File: config.mk
export PLATFORM = sky130hd
export DESIGN_NAME = shift_unit
export DESIGN_NICKNAME = d
export VERILOG_FILES = /design/src/rtl/exec_pkg.sv /design/src/rtl/barrel_shr32.sv /design/src/rtl/shift_unit.sv
export SDC_FILE = /design/constraint.sdc
export NUM_CORES = 1
export LEC_CHECK = 0
export CAP_MARGIN = 20
export CORE_MARGIN = 2
export CORE_UTILIZATION = 56
export CTS_BUF_LIST = sky130_fd_sc_hd__clkbuf_16
export DETAILED_ROUTE_END_ITERATION = 12
export HOLD_SLACK_MARGIN = 0.08
export MAX_ROUTING_LAYER = met4
export PLACE_DENSITY = 0.95
export SETUP_SLACK_MARGIN = 0.5
export SKIP_CTS_REPAIR_TIMING = 1
export SLEW_MARGIN = 15
export SYNTH_ARGS = -nofsm -noshare
export SYNTH_HDL_FRONTEND = slang
export SYNTH_SLANG_ARGS = --single-unit
export TNS_END_PERCENT = 1
File: constraint.sdc
create_clock -name clk -period 2.1 [get_ports clk]
set_clock_uncertainty 0.15 [all_clocks]
set_input_delay 0.42 -clock clk [delete_from_list [all_inputs] [get_ports clk]]
set_output_delay 0.42 -clock clk [all_outputs]
set_load 0.03 [all_outputs]
File: src/rtl/exec_pkg.sv
// rtl/exec_pkg.sv - shared execute-stage widths, shift mode encoding and helpers
package exec_pkg;

    localparam int XLEN    = 32;
    localparam int SHAMT_W = 5;

    typedef enum logic [1:0] {
        MODE_NONE = 2'd0,
        MODE_SHL  = 2'd1,
        MODE_SHR  = 2'd2,
        MODE_SAR  = 2'd3
    } shift_mode_e;

    // Left wins over right, right over arithmetic right.
    function automatic shift_mode_e decode_mode(input logic left, input logic right,
                                                input logic math_shift);
        if (left)            return MODE_SHL;
        else if (right)      return MODE_SHR;
        else if (math_shift) return MODE_SAR;
        else                 return MODE_NONE;
    endfunction

    function automatic logic [XLEN-1:0] bit_reverse(input logic [XLEN-1:0] value);
        logic [XLEN-1:0] rev;
        for (int i = 0; i < XLEN; i++) begin
            rev[i] = value[XLEN-1-i];
        end
        return rev;
    endfunction

endpackage

File: src/rtl/barrel_shr32.sv
// rtl/barrel_shr32.sv - combinational 5-stage log right shifter with last-bit-out
module barrel_shr32
    import exec_pkg::*;
(
    input  logic [XLEN-1:0]    data,
    input  logic [SHAMT_W-1:0] sh,
    input  logic               fill,
    output logic [XLEN-1:0]    shifted,
    output logic               last_out
);

    logic [SHAMT_W:0][XLEN-1:0] stage;
    logic [SHAMT_W:0]           carry;

    assign stage[0] = data;
    assign carry[0] = 1'b0;

    // The bit leaving an enabled stage is original data[partial_shift-1]; the last enabled stage wins.
    for (genvar k = 0; k < SHAMT_W; k++) begin : g_stage
        localparam int N = 1 << k;
        assign stage[k+1] = sh[k] ? {{N{fill}}, stage[k][XLEN-1:N]} : stage[k];
        assign carry[k+1] = sh[k] ? stage[k][N-1] : carry[k];
    end

    assign shifted  = stage[SHAMT_W];
    assign last_out = carry[SHAMT_W];

endmodule

File: src/rtl/shift_unit.sv
// rtl/shift_unit.sv - registered 32-bit shifter (sll/srl/sra) with carry-out flag
module shift_unit
    import exec_pkg::*;
(
    input  logic            clk,
    input  logic            rst_n,
    input  logic            in_valid,
    input  logic [XLEN-1:0] src,
    input  logic [XLEN-1:0] dst,
    input  logic            left,
    input  logic            right,
    input  logic            math_shift,
    output logic [XLEN-1:0] result,
    output logic            cf,
    output logic            out_valid
);

    shift_mode_e        mode;
    logic [SHAMT_W-1:0] sh;
    logic [XLEN-1:0]    core_in;
    logic [XLEN-1:0]    core_out;
    logic               core_fill;
    logic               core_last;
    logic [XLEN-1:0]    next_result;
    logic               next_cf;
    logic               unused_src_bits;

    assign mode            = decode_mode(left, right, math_shift);
    assign sh              = src[SHAMT_W-1:0];
    assign unused_src_bits = ^src[XLEN-1:SHAMT_W];

    // Left shifts reuse the right-shift core on the mirrored word.
    assign core_in   = (mode == MODE_SHL) ? bit_reverse(dst) : dst;
    assign core_fill = (mode == MODE_SAR) & dst[XLEN-1];

    barrel_shr32 u_core (
        .data     (core_in),
        .sh       (sh),
        .fill     (core_fill),
        .shifted  (core_out),
        .last_out (core_last)
    );

    always_comb begin
        next_result = core_out;
        next_cf     = core_last;
        case (mode)
            MODE_NONE: begin
                next_result = dst;
                next_cf     = 1'b0;
            end
            MODE_SHL:  next_result = bit_reverse(core_out);
            default:   next_result = core_out;
        endcase
    end

    always_ff @(posedge clk or negedge rst_n) begin
        if (!rst_n) begin
            result    <= '0;
            cf        <= 1'b0;
            out_valid <= 1'b0;
        end else begin
            out_valid <= in_valid;
            if (in_valid) begin
                result <= next_result;
                cf     <= next_cf;
            end
        end
    end

endmodule

==> results of run 1 <==
-- kinds of logic after synthesis --
group           Yosys count  synth area share
simple gates            136             0.139
xor+xnor                  1           0.00200
mux                     100             0.362
compound gates          164             0.250
buf+inv                  53            0.0526
flops                    34             0.195
-- per-stage QoR --
step	TNS, ps	setup slack [ps]	cell area, um^2
CTS	-21250	-797	6350
detailed placement	-30410	-1060	6210
global placement	-28050	-987	6210
floorplan	-9020	-400	4420
-- per-layer routing --
metal,global-route usage,overflow
met1,0.745,0
met2,0.882,1
met3,0.602,0
met4,0.743,5
met5,-,-
==> parameters.txt, run 1 <==
Parameter                              Value

Synthesis
  Instance count of the mapped netlist    488
  Ys async rst share    1.00
  Synth top area cells    sky130_fd_sc_hd__mux4_2, sky130_fd_sc_hd__dfrtp_1, sky130_fd_sc_hd__mux2_2, sky130_fd_sc_hd__mux2i_1, sky130_fd_sc_hd__nor2_1
  Average footprint of a synthesized cell    8.96 um^2
  Leading cell type by number of instances after synthesis    sky130_fd_sc_hd__nor2_1
  Netlist cell types    51
  Synth top area share    0.221
  Sequential cell area fraction in the yosys report    0.195
  Post-synthesis net count    558
  Synthesis warning total    0
  Most frequent cells after synthesis    sky130_fd_sc_hd__nor2_1, sky130_fd_sc_hd__mux4_2, sky130_fd_sc_hd__nand2_1, sky130_fd_sc_hd__o21ai_0
  Largest area contributor in the synthesized netlist    sky130_fd_sc_hd__mux4_2
  Most common flop cell mapped by yosys    sky130_fd_sc_hd__dfrtp_1
  Register bit total from synthesis    34
  Syn Std Cell Area    0.00437 mm^2
  Post-synth EDFFs    0

CTS
  Root buffer selected by CTS    sky130_fd_sc_hd__clkbuf_16
  Maximum level of the CTS H-tree    2
  Clk sinks    34
  TritonCTS buffer count    5
  Longest Clk Path Bufs    2

STA
  GRT worst endpoint    result[10]$_DFFE_PN0P_/D
  Worst End Pin Type    register input

Place
  RePlAce Congestion    1.34
  Detail Placement HPWL    15,200 um
  Port Buf Inserts    76
  Number of cells after detailed placement    763

Global route
  Global route overflow    6
  Total Routing Usage GR    0.753
  Number of antenna violations at the first check in global routing    3
  Largest net degree at the start of global routing    41

Die
  I/O pin count    104
  Die outline width    92.4 um
  Overall die height    92.4 um
  Initial core utilization    0.572
  Placement row count    32

Outcome
  Stop stage    global routing
  Status    stopped before the end
  Tool Error    [ERROR GRT-0232] Routing congestion too high. Check the congestion heatmap in the GUI.
==> run 2: changes to the inputs <==
Settings changed: CORE_UTILIZATION 56 to 40, CTS_BUF_LIST sky130_fd_sc_hd__clkbuf_16 to unset, HOLD_SLACK_MARGIN 0.08 to unset, MAX_ROUTING_LAYER met4 to unset, PLACE_DENSITY 0.95 to unset, PLACE_DENSITY_LB_ADDON set to 0.15, SETUP_SLACK_MARGIN 0.5 to unset.
==> run 2 against run 1 <==
Compared with the run above: the flow now finishes, with violations (setup timing); synthesized cell count did not move; synthesized area stayed put.
==> parameters.txt, run 2 <==
Parameter                              Value

Detailed routing
  Detailed Route WL    20,300 um
  Vias    5,353
  Number of remaining DRC errors    0
  Avg Vias per Cell    6.40
  WL/cell    24.3 um
  Starting DRC count in detailed routing    587
  DRT antenna net count    0
  Drt pass-1 iters    7

Pwr
  Switching power of the nets    1.36 mW
  P_int    1.99 mW
  Max rail drop VDD    0.314 mV
  Fraction of power spent switching nets    0.405
  Power density over the cells    472 mW/mm^2
  Comb power frac    0.611
  Part of the power in registers    0.242
  P_leak    3.13 nW
  Clock share of power    0.148

Global route
  Number of antenna violations at the first check in global routing    0
  Vias in the first global route    5,036
  Global-route wire length before repair    29,600 um
  Total Routing Usage GR    0.339
  Largest net degree at the start of global routing    43
  Global route overflow    0

Setup path
  Worst reg2reg path startpoint    result[5]
  Launching element type of the critical path    input port
  Crit path top cell by count    sky130_fd_sc_hd__mux4_2
  Worst r2r dst    result[5]
  Arrival time at the worst endpoint    2450 ps
  Critical path required time    2110 ps
  Cell with the largest stage delay on the worst path    sky130_fd_sc_hd__mux4_2
  Critical path start-end classification    input port to register
  Count of cells along the worst register-to-register path    4
  Worst reg2reg setup slack    900 ps
  Crit path max fanout    6
  Slowest cell delay on critical path    530 ps
  Capturing element type of the critical path    register
  CP Cell Sequence    buf_12 > buf_6 > mux4_2 > mux2_4 > mux2_2 > mux4_2 > nand2_2 > a41oi_2

CTS
  TritonCTS buffer count    5
  Clk sinks    34
  Clock-pin slew on the worst setup and hold paths    70 ps
  Maximum level of the CTS H-tree    2
  TritonCTS clock tree    done
  Longest Clk Path Bufs    2
  Root buffer selected by CTS    sky130_fd_sc_hd__clkbuf_8
  Insertion delay to the later sink of the worst-skew pair    300 ps

Synthesis
  Most frequent cells after synthesis    sky130_fd_sc_hd__nor2_1, sky130_fd_sc_hd__mux4_2, sky130_fd_sc_hd__nand2_1, sky130_fd_sc_hd__o21ai_0
  Sequential cell area fraction in the yosys report    0.195
  Netlist cell types    51
  Synthesis warning total    0
  Largest area contributor in the synthesized netlist    sky130_fd_sc_hd__mux4_2
  Most common flop cell mapped by yosys    sky130_fd_sc_hd__dfrtp_1
  Syn Std Cell Area    0.00437 mm^2
  Instance count of the mapped netlist    488
  Register bit total from synthesis    34
  Leading cell type by number of instances after synthesis    sky130_fd_sc_hd__nor2_1
  Ys async rst share    1.00
  Post-synthesis net count    558
  Average footprint of a synthesized cell    8.96 um^2
  Synth top area cells    sky130_fd_sc_hd__mux4_2, sky130_fd_sc_hd__dfrtp_1, sky130_fd_sc_hd__mux2_2, sky130_fd_sc_hd__mux2i_1, sky130_fd_sc_hd__nor2_1
  Post-synth EDFFs    0
  Synth top area share    0.221

Min path
  Hold wc startpoint    cf
  Hold depth    1
  Hold Path Sink    cf
  Hold crit path type    register to register

STA
  Max frequency    0.410 GHz
  Final worst-path cycle share    1.16
  Final critical delay including setup and external delays    2440 ps
  Tightest Pin Transition    704 ps
  Setup violators final    33
  Setup repair after global routing missed its margin    yes
  Number of slew-limit violations in the final report    0
  Max-Slew Margin vs Limit    0.530
  Setup WS post-layout    -341 ps
  Final sum of negative setup slack    -7000 ps
  Endpoints failing hold    0

Die
  Die outline width    109 um
  Die Area    0.0118 mm^2
  I/O pin count    104
  Placement row count    38
  Overall die height    109 um
  Area of the core    0.0107 mm^2
  Initial core utilization    0.407

Final layout
  Most frequent standard cell in the layout excluding fill and tap cells    sky130_fd_sc_hd__buf_4
  Antenna diode count    0
  Net count of the finished layout    767
  Post-Route Utilization    0.660
  # fillers    898
  Register ranked first by flip-flop count    result
  Fraction of final layout cells with drive strength greater than 1    0.457
  Layout overhead on the synthesized area    62.3%
  Top library cells by usage in the layout, fill and taps aside    sky130_fd_sc_hd__buf_4, sky130_fd_sc_hd__nor2_1, sky130_fd_sc_hd__mux4_2
  Max reg flops    32
  Registers with the most flip-flops    result x32, cf x1, out_valid x1

Outcome
  Violated checks    setup timing
  Status    complete, but fails checks

Place
  Port Buf Inserts    76
  Detail Placement HPWL    16,000 um
  Post-Place Setup Slack    -1090 ps
  RePlAce Congestion    1.01

Job
  Count of maximum capacitance violations    0
run 2: cell counts after synthesis:
Identical to the previous run, type by type.
run 2: logic make-up after synthesis:
family / count (synthesis) / share of synthesized area
DFF: 34 / 0.195
AOI/OAI and AO/OA: 164 / 0.250
muxes: 100 / 0.362
xor gates and xnor gates: 1 / 0.00200
and+or+nand+nor: 136 / 0.139
buffers and inverters: 53 / 0.0526
run 2: final cells by class:
| type | instances | area, um^2 | share of cell area |
|---|---|---|---|
| Multi-Input combinational cell | 401 | 3630 | 0.511 |
| Timing Repair Buffer | 249 | 2330 | 0.329 |
| Sequential cell | 34 | 851 | 0.120 |
| Tap cell | 140 | 175 | 0.0247 |
| Clock buffer | 6 | 82.6 | 0.0116 |
| Inverter | 6 | 27.5 | 0.00388 |
run 2: how the worst max path moves through the flow:
stage	to	slack, ps	cells past startpoint	startpoint
floorplan	result[10]	-400	7	left
global placement	result[10]	-1040	8	src[2]
detailed placement	result[10]	-1090	8	src[2]
CTS	result[10]	-790	8	src[2]
global route	result[10]	-410	8	left
finish	result[10]	-340	8	left
run 2: worst max-delay path: cells and delay by family:
kind,cells,cell delay [ps]
AOI/OAI and AO/OA,1,100
and+or+nand+nor,1,90
buffers and inverters,2,240
muxes,4,1590
run 2: routing by layer:
metal / wire length, um / global-route usage / vias up
li1: - / - / 2371
met1: 8700 / 0.471 / 2639
met2: 9210 / 0.516 / 300
met3: 1740 / 0.0735 / 43
met4: 678 / 0.131 / 0
met5: 0 / 0 / -
run 2: stage by stage:
| step | cell area [um^2] | power, mW | cells | hold slack, ps |
|---|---|---|---|---|
| global route | 7100 | 3.49 | 836 | 387 |
| finish | 7100 | 3.35 | 836 | 371 |
| global placement | 6440 | 2.65 | 820 | 335 |
| CTS | 6520 | 3.16 | 826 | 369 |
| floorplan | 4420 | 1.77 | 488 | -25.6 |
| detailed placement | 6440 | 2.67 | 820 | 350 |
run 2: power by group through the flow:
stage | clock [mW] | sequential, mW | combinational, mW
after CTS | 0.499 | 0.809 | 1.85
after floorplan | 0 | 1.00 | 0.770
after global placement | 0 | 0.812 | 1.84
final | 0.495 | 0.809 | 2.04
after detailed placement | 0 | 0.820 | 1.85
after global routing | 0.520 | 0.819 | 2.15
No activity file was read; power rests on OpenSTA's default activity.
==> run 3: changes to the inputs <==
Settings changed: SYNTH_HIERARCHICAL set to 1.
==> run 3 against run 2 <==
Compared with the run above: clock power is 6.9% lower; largest cell class unchanged; utilization shrank 2.1 points; synthesized area decreased by 0.40%; combinational power barely moved; synthesized cell count fell by 1.8%; final cell count is 3.1% lower; largest power group unchanged; sequential share of layout area up 0.39 points; design area is 3.1% lower; the run still ends with setup timing left; global-route usage shrank 2.9 points; critical endpoint is now result[27].
==> parameters.txt, run 3 <==
Parameter                              Value

Synthesis
  Most frequent cells after synthesis    sky130_fd_sc_hd__nand2_1, sky130_fd_sc_hd__nor2_1, sky130_fd_sc_hd__mux2_2, sky130_fd_sc_hd__a22oi_1, sky130_fd_sc_hd__dfrtp_1
  Leading cell type by number of instances after synthesis    sky130_fd_sc_hd__nand2_1
  Synth top area share    0.195
  Sequential cell area fraction in the yosys report    0.195
  Post-synth EDFFs    0
  Synth top area cells    sky130_fd_sc_hd__dfrtp_1, sky130_fd_sc_hd__mux4_2, sky130_fd_sc_hd__mux2_2, sky130_fd_sc_hd__mux2i_1, sky130_fd_sc_hd__a22oi_1
  Synthesis warning total    6
  Average footprint of a synthesized cell    9.09 um^2
  Syn Std Cell Area    0.00436 mm^2
  Largest area contributor in the synthesized netlist    sky130_fd_sc_hd__dfrtp_1
  Post-synthesis net count    549
  Instance count of the mapped netlist    479
  Register bit total from synthesis    34
  Ys async rst share    1.00
  Netlist cell types    53
  Most common flop cell mapped by yosys    sky130_fd_sc_hd__dfrtp_1

Place
  Port Buf Inserts    76
  Number of cells after detailed placement    785
  Detail Placement HPWL    14,700 um
  RePlAce Congestion    0.989

CTS
  TritonCTS buffer count    5
  Clock-pin slew on the worst setup and hold paths    70 ps
  TritonCTS clock tree    done
  Root buffer selected by CTS    sky130_fd_sc_hd__clkbuf_8
  Clk sinks    34
  Maximum level of the CTS H-tree    2
  Longest Clk Path Bufs    2
  Insertion delay to the later sink of the worst-skew pair    290 ps

STA
  Max-Slew Margin vs Limit    0.652
  Worst Hold Margin    288 ps
  Number of slew-limit violations in the final report    0
  Max frequency    0.362 GHz
  Tightest Pin Transition    523 ps
  Setup WS post-layout    -662 ps
  Final critical delay including setup and external delays    2760 ps
  Setup violators final    33
  Endpoints failing hold    0
  Final worst-path cycle share    1.32
  Setup repair after global routing missed its margin    yes

Final layout
  Net count of the finished layout    740
  # fillers    920
  Layout overhead on the synthesized area    57.9%
  Max reg flops    32
  Top library cells by usage in the layout, fill and taps aside    sky130_fd_sc_hd__buf_4, sky130_fd_sc_hd__nand2_1, sky130_fd_sc_hd__nor2_1
  Post-Route Utilization    0.640
  Register ranked first by flip-flop count    result
  Antenna diode count    0
  Fraction of final layout cells with drive strength greater than 1    0.425
  Most frequent standard cell in the layout excluding fill and tap cells    sky130_fd_sc_hd__buf_4
  Final Instance Count excl. Fillers    810
  Registers with the most flip-flops    result x32, cf x1, out_valid x1

Pwr
  Max rail drop VDD    0.479 mV
  Power density over the cells    475 mW/mm^2
  P_leak    3.13 nW
  Power consumption    3.27 mW

Detailed routing
  Top routing layer in use    met4
  Avg Vias per Cell    6.30
  Drt pass-1 iters    7
  DRT antenna net count    0
  M1 wire length    7950 um
  Number of remaining DRC errors    0
  Met2 wire length    8850 um
  Detailed Route WL    19,400 um
  Vias    5,107
  Starting DRC count in detailed routing    425
  WL/cell    23.9 um
  Routed length on met3    1800 um

Die
  Initial core utilization    0.405
  Overall die height    108 um
  Placement row count    38
  I/O pin count    104
  Die Area    0.0117 mm^2
  Area of the core    0.0107 mm^2
  Die outline width    108 um

Global route
  Global route overflow    0
  Number of antenna violations at the first check in global routing    0
  Vias in the first global route    4,750
  Global-route wire length before repair    27,200 um
  Total Routing Usage GR    0.311
  Largest net degree at the start of global routing    68

Setup path
  Capturing element type of the critical path    register
  Number of buffers and inverters on the critical path    2
  Launching element type of the critical path    input port
  Arrival time at the worst endpoint    2770 ps
  Critical path required time    2110 ps
  Slowest cell delay on critical path    500 ps
  Gate family responsible for the most delay along the worst path    multiplexers
  CP Cell Sequence    buf_12 > buf_12 > mux2_4 > mux4_2 > mux2_4 > a222oi_1 > o221ai_2 > a22oi_2 > a31oi_1
  Cell with the largest stage delay on the worst path    sky130_fd_sc_hd__mux4_2
  Critical path start-end classification    input port to register
  Crit path max fanout    7

Outcome
  Status    complete, but fails checks
  Violated checks    setup timing

Min path
  Hold crit path type    input port to register

Job
  Count of maximum capacitance violations    0
## run 3: cells by family after synthesis
group / Yosys count / share of synthesized area
mux: 115 / 0.372
compound gates: 143 / 0.240
flops: 34 / 0.195
buf+inv: 53 / 0.0632
simple gates: 134 / 0.130
## run 3: worst paths after layout
kind	from	to	slack (ps)	cells after the start
worst max-delay path	left	result[27]	-660	9
worst min-delay path	dst[28]	result[28]	290	3
worst max register to register	result[29]	result[29]	1260	2
worst min register to register	cf	cf	370	2
max in group asynchronous	rst_n	result[14]	1090	2
min in group asynchronous	rst_n	result[0]	380	2
## run 3: layer usage
| metal | vias up | GRT usage |
|---|---|---|
| li1 | 2251 | - |
| met1 | 2524 | 0.421 |
| met2 | 287 | 0.483 |
| met3 | 45 | 0.0705 |
| met4 | 0 | 0.118 |
| met5 | - | 0 |
## run 3: metrics by stage
step / worst slack [ps] / area (um^2) / setup TNS [ps]
after global routing: -747 / 6880 / -18510
after floorplan: -663 / 4420 / -15390
after global placement: -1190 / 6230 / -31590
final: -662 / 6880 / -16750
after CTS: -883 / 6310 / -22060
after detailed placement: -1180 / 6230 / -32000
## run 3: tightest hold or removal path: cells and delay by family
kind,cells,cell delay (ps)
AO/OA/AOI/OAI,1,70
buffers and inverters,1,140
AND/OR/NAND/NOR,1,60
## run 3: power by group
group | switching (mW) | internal [mW]
clock | 0.233 | 0.228
combinational | 1.03 | 0.978
sequential | 0.0519 | 0.743
total | 1.32 | 1.95
## run 3: cell type report
cell class,instances,area (um^2),share of cell area
inverters,6,22.5,0.00328
well taps,140,175,0.0255
repair buffers,231,2220,0.323
multi-input cells,392,3530,0.513
flip-flops and latches,34,851,0.124
clock buffers,7,76.3,0.0111
==> run 4: changes to the inputs <==
Settings changed: SKIP_CTS_REPAIR_TIMING 1 to unset.
==> run 4 against run 3 <==
Compared with the run above: the flow still finishes with violations (setup timing); critical endpoint is now result[20]; wire length grew 1.2%; largest cell class unchanged; sequential power barely moved; critical path depth unchanged; register-to-register slack about the same; final cell count up 0.86%; largest power group unchanged; clock power up 0.9%; first-iteration DRC count increased by 26%; global-route usage grew 1.9 points; die area unchanged.
==> parameters.txt, run 4 (synthesis gave the netlist of run 3 again) <==
Parameter                              Value

STA
  Tightest Pin Transition    527 ps
  Setup violators final    33
  Setup WS post-layout    -619 ps
  Max-Slew Margin vs Limit    0.649
  Setup repair after global routing missed its margin    yes
  Number of slew-limit violations in the final report    0
  Final sum of negative setup slack    -16,760 ps
  Final critical delay including setup and external delays    2720 ps
  Final worst-path cycle share    1.29
  Max frequency    0.368 GHz
  Endpoints failing hold    0
  Worst Hold Margin    368 ps

Setup path
  Arrival time at the worst endpoint    2730 ps
  Worst r2r dst    result[5]
  Crit path max fanout    7
  Slowest cell delay on critical path    510 ps
  Launching element type of the critical path    input port
  Critical path start-end classification    input port to register
  Startpoint of the worst setup timing path    left
  Worst reg2reg path startpoint    result[5]
  Count of cells along the worst register-to-register path    2
  Capturing element type of the critical path    register
  Crit path top cell by count    sky130_fd_sc_hd__buf_12
  Cell with the largest stage delay on the worst path    sky130_fd_sc_hd__mux4_2
  Critical path required time    2110 ps
  CP Cell Sequence    buf_12 > buf_12 > mux2_4 > mux4_2 > and2_1 > a211o_4 > a311o_1 > a22oi_1 > a31oi_1
  Worst reg2reg setup slack    1260 ps

Final layout
  Max reg flops    32
  Layout overhead on the synthesized area    59.4%
  Post-Route Utilization    0.646
  Register ranked first by flip-flop count    result
  Most frequent standard cell in the layout excluding fill and tap cells    sky130_fd_sc_hd__buf_4
  Registers with the most flip-flops    result x32, cf x1, out_valid x1
  Final Instance Count excl. Fillers    817
  Fraction of final layout cells with drive strength greater than 1    0.455
  Final std cell area, no fill    0.00694 mm^2
  Net count of the finished layout    747
  Top library cells by usage in the layout, fill and taps aside    sky130_fd_sc_hd__buf_4, sky130_fd_sc_hd__nand2_1, sky130_fd_sc_hd__nor2_1
  Antenna diode count    0

Detailed routing
  DRT antenna net count    0
  Drt pass-1 iters    5
  Vias    5,173
  Detailed Route WL    19,600 um
  WL/cell    24.0 um
  Avg Vias per Cell    6.33
  Starting DRC count in detailed routing    535
  Number of remaining DRC errors    0

Die
  Area of the core    0.0107 mm^2
  Die outline width    108 um
  I/O pin count    104
  Placement row count    38
  Initial core utilization    0.405
  Die Area    0.0117 mm^2
  Overall die height    108 um

Min path
  Hold wc startpoint    in_valid
  Hold depth    2
  Hold Path Sink    out_valid
  Hold crit path type    input port to register

Global route
  Vias in the first global route    4,914
  Number of antenna violations at the first check in global routing    0
  Global route overflow    0
  Largest net degree at the start of global routing    68
  Global-route wire length before repair    28,800 um
  Total Routing Usage GR    0.330

Place
  Port Buf Inserts    76
  Area of placed instances    0.00623 mm^2
  RePlAce Congestion    0.989
  Detail Placement HPWL    14,700 um
  Number of cells after detailed placement    785

CTS
  TritonCTS buffer count    5
  Root buffer selected by CTS    sky130_fd_sc_hd__clkbuf_8
  Insertion delay to the later sink of the worst-skew pair    290 ps
  Hold buffer count at cts    0
  Longest Clk Path Bufs    2
  Maximum level of the CTS H-tree    2
  Clock-pin slew on the worst setup and hold paths    70 ps
  TritonCTS clock tree    done
  Clk sinks    34

Pwr
  P_leak    2.96 nW
  Power density over the cells    479 mW/mm^2
  Max rail drop VDD    0.467 mV

Outcome
  Violated checks    setup timing
  Status    complete, but fails checks

Job
  Count of maximum capacitance violations    0
-- run 4: final cells by class --
| class | count | area [um^2] |
|---|---|---|
| Timing Repair Buffer | 238 | 2170 |
| Fill cell | 934 | 3800 |
| Multi-Input combinational cell | 392 | 3650 |
| Tap cell | 140 | 175 |
| Inverter | 6 | 25.0 |
| Sequential cell | 34 | 851 |
| Clock buffer | 7 | 76.3 |
-- run 4: worst max path at each step --
| stage | endpoint | depth (start not counted) |
|---|---|---|
| finish | result[20] | 9 |
| global route | result[27] | 9 |
| CTS | result[27] | 9 |
| detailed placement | result[27] | 8 |
| global placement | result[27] | 8 |
| floorplan | result[27] | 9 |
-- run 4: layer usage --
layer | share of wire | GRT usage
met1 | 0.41 | 0.442
met4 | 0.048 | 0.140
met2 | 0.45 | 0.505
met3 | 0.090 | 0.0850
met5 | 0 | 0
-- run 4: what timing repair did --
item	in CTS	in global routing
setup endpoints to repair	33	33
pin swaps	35	19
buffers inserted	16	7
gates cloned	3	0
resized for setup	87	40
-- run 4: metrics by stage --
step / power (mW) / setup WS [ps]
after floorplan: 1.78 / -663
after global placement: 2.61 / -1190
after detailed placement: 2.62 / -1180
after CTS: 3.20 / -649
after global routing: 3.46 / -704
final: 3.33 / -619
-- run 4: power by group --
part           total [mW]  internal [mW]  switching, mW
clock network       0.465          0.228          0.237
registers           0.794          0.743         0.0518
logic                2.07           1.01           1.06
total                3.33           1.98           1.35
-- run 4: worst max-delay path, delay by kind of cell --
family / cells / cell delay [ps]
AND/OR/NAND/NOR: 1 / 170
buffers and inverters: 2 / 270
AO/OA/AOI/OAI: 4 / 1000
multiplexers: 2 / 870
